==> src/rtl/pin_entry_collector.sv <==
// Keypad front-end: collects four BCD digits and presents them as a PIN on ENTER.
// Define PIN_TIMEOUT_EN to discard stale partial entries after TIMEOUT_CYCLES idle cycles.
module pin_entry_collector #(
    parameter int unsigned TIMEOUT_CYCLES = 1000
) (
    input  logic        clk,
    input  logic        rst,
    input  logic        i_key_valid,
    input  logic [3:0]  i_key_code,
    output logic [15:0] o_pass,
    output logic        o_pass_valid,
    output logic [2:0]  o_digit_cnt,
    output logic        o_busy,
    output logic        o_key_error,
    output logic        o_timeout,
    output logic [1:0]  o_state
);
    typedef enum logic [1:0] {
        ST_IDLE    = 2'd0,
        ST_COLLECT = 2'd1,
        ST_FULL    = 2'd2
    } state_t;

    localparam logic [3:0] KEY_CLEAR = 4'hA;
    localparam logic [3:0] KEY_ENTER = 4'hB;

    state_t      r_state;
    logic [15:0] r_sr;
    logic [2:0]  r_cnt;
    logic [15:0] r_pass;
    logic        r_pass_valid;
    logic        r_key_error;

    state_t      w_state_nxt;
    logic [15:0] w_sr_nxt;
    logic [2:0]  w_cnt_nxt;
    logic [15:0] w_pass_nxt;
    logic        w_pass_valid_nxt;
    logic        w_key_error_nxt;
    logic        w_is_digit;
    logic        w_expire;

    assign w_is_digit = (i_key_code <= 4'd9);

    // A valid key always takes precedence over a coincident timeout expiry.
    always_comb begin
        w_state_nxt      = r_state;
        w_sr_nxt         = r_sr;
        w_cnt_nxt        = r_cnt;
        w_pass_nxt       = r_pass;
        w_pass_valid_nxt = 1'b0;
        w_key_error_nxt  = 1'b0;
        if (i_key_valid) begin
            case (r_state)
                ST_IDLE: begin
                    if (w_is_digit) begin
                        w_state_nxt = ST_COLLECT;
                        w_sr_nxt    = {r_sr[11:0], i_key_code};
                        w_cnt_nxt   = 3'd1;
                    end else if (i_key_code != KEY_CLEAR) begin
                        w_key_error_nxt = 1'b1;
                    end
                end
                ST_COLLECT: begin
                    if (w_is_digit) begin
                        w_sr_nxt  = {r_sr[11:0], i_key_code};
                        w_cnt_nxt = r_cnt + 3'd1;
                        if (r_cnt == 3'd3) w_state_nxt = ST_FULL;
                    end else if (i_key_code == KEY_CLEAR) begin
                        w_state_nxt = ST_IDLE;
                        w_sr_nxt    = 16'h0000;
                        w_cnt_nxt   = 3'd0;
                    end else begin
                        w_key_error_nxt = 1'b1;
                    end
                end
                ST_FULL: begin
                    if (i_key_code == KEY_ENTER) begin
                        w_pass_nxt       = r_sr;
                        w_pass_valid_nxt = 1'b1;
                        w_state_nxt      = ST_IDLE;
                        w_sr_nxt         = 16'h0000;
                        w_cnt_nxt        = 3'd0;
                    end else if (i_key_code == KEY_CLEAR) begin
                        w_state_nxt = ST_IDLE;
                        w_sr_nxt    = 16'h0000;
                        w_cnt_nxt   = 3'd0;
                    end else begin
                        w_key_error_nxt = 1'b1;
                    end
                end
                default: begin
                    w_state_nxt = ST_IDLE;
                    w_sr_nxt    = 16'h0000;
                    w_cnt_nxt   = 3'd0;
                end
            endcase
        end else if (w_expire) begin
            w_state_nxt = ST_IDLE;
            w_sr_nxt    = 16'h0000;
            w_cnt_nxt   = 3'd0;
        end
    end

    always_ff @(posedge clk) begin
        if (rst) begin
            r_state      <= ST_IDLE;
            r_sr         <= 16'h0000;
            r_cnt        <= 3'd0;
            r_pass       <= 16'h0000;
            r_pass_valid <= 1'b0;
            r_key_error  <= 1'b0;
        end else begin
            r_state      <= w_state_nxt;
            r_sr         <= w_sr_nxt;
            r_cnt        <= w_cnt_nxt;
            r_pass       <= w_pass_nxt;
            r_pass_valid <= w_pass_valid_nxt;
            r_key_error  <= w_key_error_nxt;
        end
    end

`ifdef PIN_TIMEOUT_EN
    localparam logic [15:0] TMO_LOAD = 16'(TIMEOUT_CYCLES);

    logic [15:0] r_tmo_cnt;
    logic        r_timeout;

    // Expiry is the decrement from 1 to 0, i.e. TIMEOUT_CYCLES edges after the last key.
    assign w_expire = !i_key_valid && (r_cnt != 3'd0) && (r_tmo_cnt == 16'd1);

    always_ff @(posedge clk) begin
        if (rst) begin
            r_tmo_cnt <= TMO_LOAD;
            r_timeout <= 1'b0;
        end else begin
            r_timeout <= w_expire;
            if (i_key_valid || w_expire) begin
                r_tmo_cnt <= TMO_LOAD;
            end else if (r_cnt != 3'd0) begin
                r_tmo_cnt <= r_tmo_cnt - 16'd1;
            end
        end
    end

    assign o_timeout = r_timeout;
`else
    assign w_expire  = 1'b0;
    assign o_timeout = 1'b0;
`endif

    assign o_pass       = r_pass;
    assign o_pass_valid = r_pass_valid;
    assign o_digit_cnt  = r_cnt;
    assign o_busy       = (r_cnt != 3'd0);
    assign o_key_error  = r_key_error;
    assign o_state      = r_state;

endmodule

==> config.mk <==
export PLATFORM = sky130hd
export DESIGN_NAME = pin_entry_collector
export DESIGN_NICKNAME = d
export VERILOG_FILES = /design/src/rtl/pin_entry_collector.sv
export SDC_FILE = /design/constraint.sdc
export NUM_CORES = 1
export LEC_CHECK = 0
export BUFFER_PORTS_ARGS = -buffer_cell sky130_fd_sc_hd__buf_2
export CELL_PAD_IN_SITES_DETAIL_PLACEMENT = 1
export CELL_PAD_IN_SITES_GLOBAL_PLACEMENT = 1
export CORE_MARGIN = 4
export CORE_UTILIZATION = 43
export CTS_BUF_LIST = sky130_fd_sc_hd__clkbuf_8
export DETAILED_ROUTE_END_ITERATION = 12
export PLACE_DENSITY = 0.84
export SLEW_MARGIN = 20
export SYNTH_ARGS = -nofsm -noshare
export SYNTH_HDL_FRONTEND = slang
export SYNTH_SLANG_ARGS = --single-unit
==> constraint.sdc <==
create_clock -name clk -period 2 [get_ports clk]
set_input_delay 0.1 -clock clk [delete_from_list [all_inputs] [get_ports clk]]
set_output_delay 0.1 -clock clk [all_outputs]
set_load 0.01 [all_outputs]
==> reports/metrics.csv <==
metric,value,unit
status,"finished, final reports clean",
synthesized area,1610,µm²
Post-CTS Setup Bufs,0,
Vias/cell,5.49,
layout cells sized above 1,28.9,%
crit end category,flip-flop,
fin crit period,1.85,ns
Final nets,189,
Routed Antenna Nets,0,
RSZ-0062 raised after global routing,no,
Pleak,0.787,nW
Netlist cell types,41,
Worst Slack Setup Final,0.151,ns
maximum vdd drop,0.383,mV
Yosys reg bits,39,
largest net degree at the start of global routing,25,
gpl congestion,0.865,
vias in the first global route,1324,
clock-pin slew on the worst setup and hold paths,0.08,ns
Syn Inst Count,152,
sequential share of the synthesized area,48.4,%
total core area,3470,µm²
syn nets,162,
"Top FF cell, synth",dfxtp_1,
Max Fclk,0.541,GHz
flop-to-flop setup slack,0.15,ns
fin crit share,92.5,%
mean routed wirelength per cell,16.5,µm
Slew Limit Headroom,64.9,%
Residual DRC,0,
Tightest Hold Check Type,in -> reg,
number of max-cap violations,0,
sinks on the clock net,39,
Final Setup Violations,0,
"Req. time, crit path",2.23,ns
Port Buffers,30,
Max clock buf depth,2,
Pwr per Cell Area,787,nW/µm²
CP Class,reg -> reg,
Syn. warnings,0,
post-route cell area,1850,µm²
Die Ht,69.2,µm
register area,781,µm²
final non-filler cell total,226,
initial DRC count,47,
diode count,0,
"area leader, netlist",dfxtp_1,
syn avg cell area,10.6,µm²
post-place setup slack,0.160,ns
critical path cell sequence,"nand2b_2, or3_4, a31oi_4, a22o_2",
WP data arrival,2.08,ns
Post-DP Area,1770,µm²
max-slew violations,0,
skew final,0.00645,ns
worst skew pair latency,0.29,ns
initial antenna violation count,0,
Yosys top cell area share,48.4,%
TritonCTS clock tree,yes,
hold_buf cts,0,
root buffer cell,clkbuf_8,
vias post-DR,1240,
CP startpoint kind,flip-flop,
Area Overhead vs Synth,14.8,%
htree depth,2,
slowest library cell on the worst path,a31oi_4,
Worst path max stage delay,0.46,ns
total gr overflow,0,
area taken by multi-input logic gates,743,µm²
"top cells by area, synth","dfxtp_1 (48%), mux2i_1 (9.9%), a22o_2 (5.0%), nor2_1 (4.9%), a22o_1 (3.8%)",
Global Route Usage Sum,16.3,%
Bufs and invs on worst path,0,
first-pass GRT wire length,6350,µm
initial core utilization,46.5,%
worst-path maximum fanout,17,
HPWL Detailed,2740,µm
ys async rst share,0,%
final hold vios,0,
CTS Buf Count,5,
# IOs,32,
DIE WIDTH,69.2,µm
DIE AREA,4790,µm²
Detailed Routing Iterations Pass 1,4,
drt total wl,3730,µm
WHS,0.0978,ns
row count,21,
"EDFF count, synth",0,
fillcell total,414,
post_cts resized,0,
final setup TNS,0,ns
Post-Place Cells,218,
"CP delay by family, top",compound AO/OA/AOI/OAI gates,
Worst-Margin Slew,0.527,ns
[where the power goes]
part | switching [mW] | internal (mW) | total [mW]
Clock | 0.271 | 0.238 | 0.509
Combinational | 0.0892 | 0.0501 | 0.139
Sequential | 0.0171 | 0.790 | 0.807
[logic make-up after synthesis]
logic type,Yosys count,synth area share (%)
muxes,16,9.94
other,1,0.233
buffers and inverters,17,5.43
and+or+nand+nor,39,14.0
adders and majority gates,3,2.33
AOI/OAI and AO/OA,37,19.6
DFF,39,48.4
[final timing paths]
path / start / endpoint / depth (start not counted)
setup / recovery: o_state[1] / r_sr[10] / 4
hold / removal: i_key_code[0] / r_sr[0] / 2
setup reg to reg: o_state[1] / r_sr[10] / 4
hold reg to reg: r_sr[14] / r_sr[14] / 1
[registers in the layout (all words and copies together) (netlist names)]
name and cells:
o_pass_valid 1, o_state 2, o_digit_cnt 3, r_sr 16, o_key_error 1, o_pass 16
[per-stage QoR]
| stage | utilization [%] | power, mW |
|---|---|---|
| final | 53.4 | 1.46 |
| after floorplan | - | 0.925 |
| after CTS | 53.4 | 1.47 |
| after global placement | 50.9 | 0.955 |
| after detailed placement | 50.9 | 0.964 |
| after global routing | 53.4 | 1.52 |
[cells in the mapped netlist, types with 2 or more instances]
| library cell | count |
|---|---|
| o211ai_1 | 2 |
| a22o_2 | 8 |
| a21oi_1 | 4 |
| clkbuf_1 | 5 |
| a311oi_1 | 2 |
| ha_1 | 3 |
| a22o_1 | 7 |
| o21ai_0 | 2 |
| o31ai_1 | 3 |
| nor2_1 | 21 |
| nor2b_1 | 3 |
| nand2_1 | 3 |
| mux2i_1 | 16 |
| inv_1 | 5 |
| buf_2 | 3 |
| dfxtp_1 | 39 |
| buf_6 | 2 |
[per-layer routing]
| metal | part of all wire (%) | vias up | GRT usage (%) |
|---|---|---|---|
| met5 | 0 | - | 0 |
| met4 | 2.0 | 0 | 8.24 |
| met3 | 4.4 | 7 | 3.48 |
| met2 | 54 | 38 | 29.3 |
| met1 | 39 | 602 | 17.7 |
| li1 | - | 593 | - |
[area by class of cell]
| cell class | count | area share [%] |
|---|---|---|
| Inverter | 5 | 1.01 |
| Clock inverter | 3 | 0.879 |
| Clock buffer | 5 | 3.72 |
| Sequential cell | 39 | 42.2 |
| Tap cell | 46 | 3.11 |
| Multi-Input combinational cell | 96 | 40.2 |
| Timing Repair Buffer | 32 | 8.92 |
[placed cells by master (no fill, tap or decap), types with 2 or more instances in the layout]
cell      synthesis  final
a22o_1            7      7
o21ai_0           2      2
buf_2             3     30
nand2_1           3      3
a21oi_1           4      4
nor2_1           21     21
o31ai_1           3      3
dfxtp_1          39     39
o211ai_1          2      2
a311oi_1          2      2
inv_1             5      6
mux2i_1          16     16
a22o_2            8      8
clkbuf_8          0      5
nor2b_1           3      3
buf_4             1      2
ha_1              3      3
No activity file was read; power rests on OpenSTA's default activity.
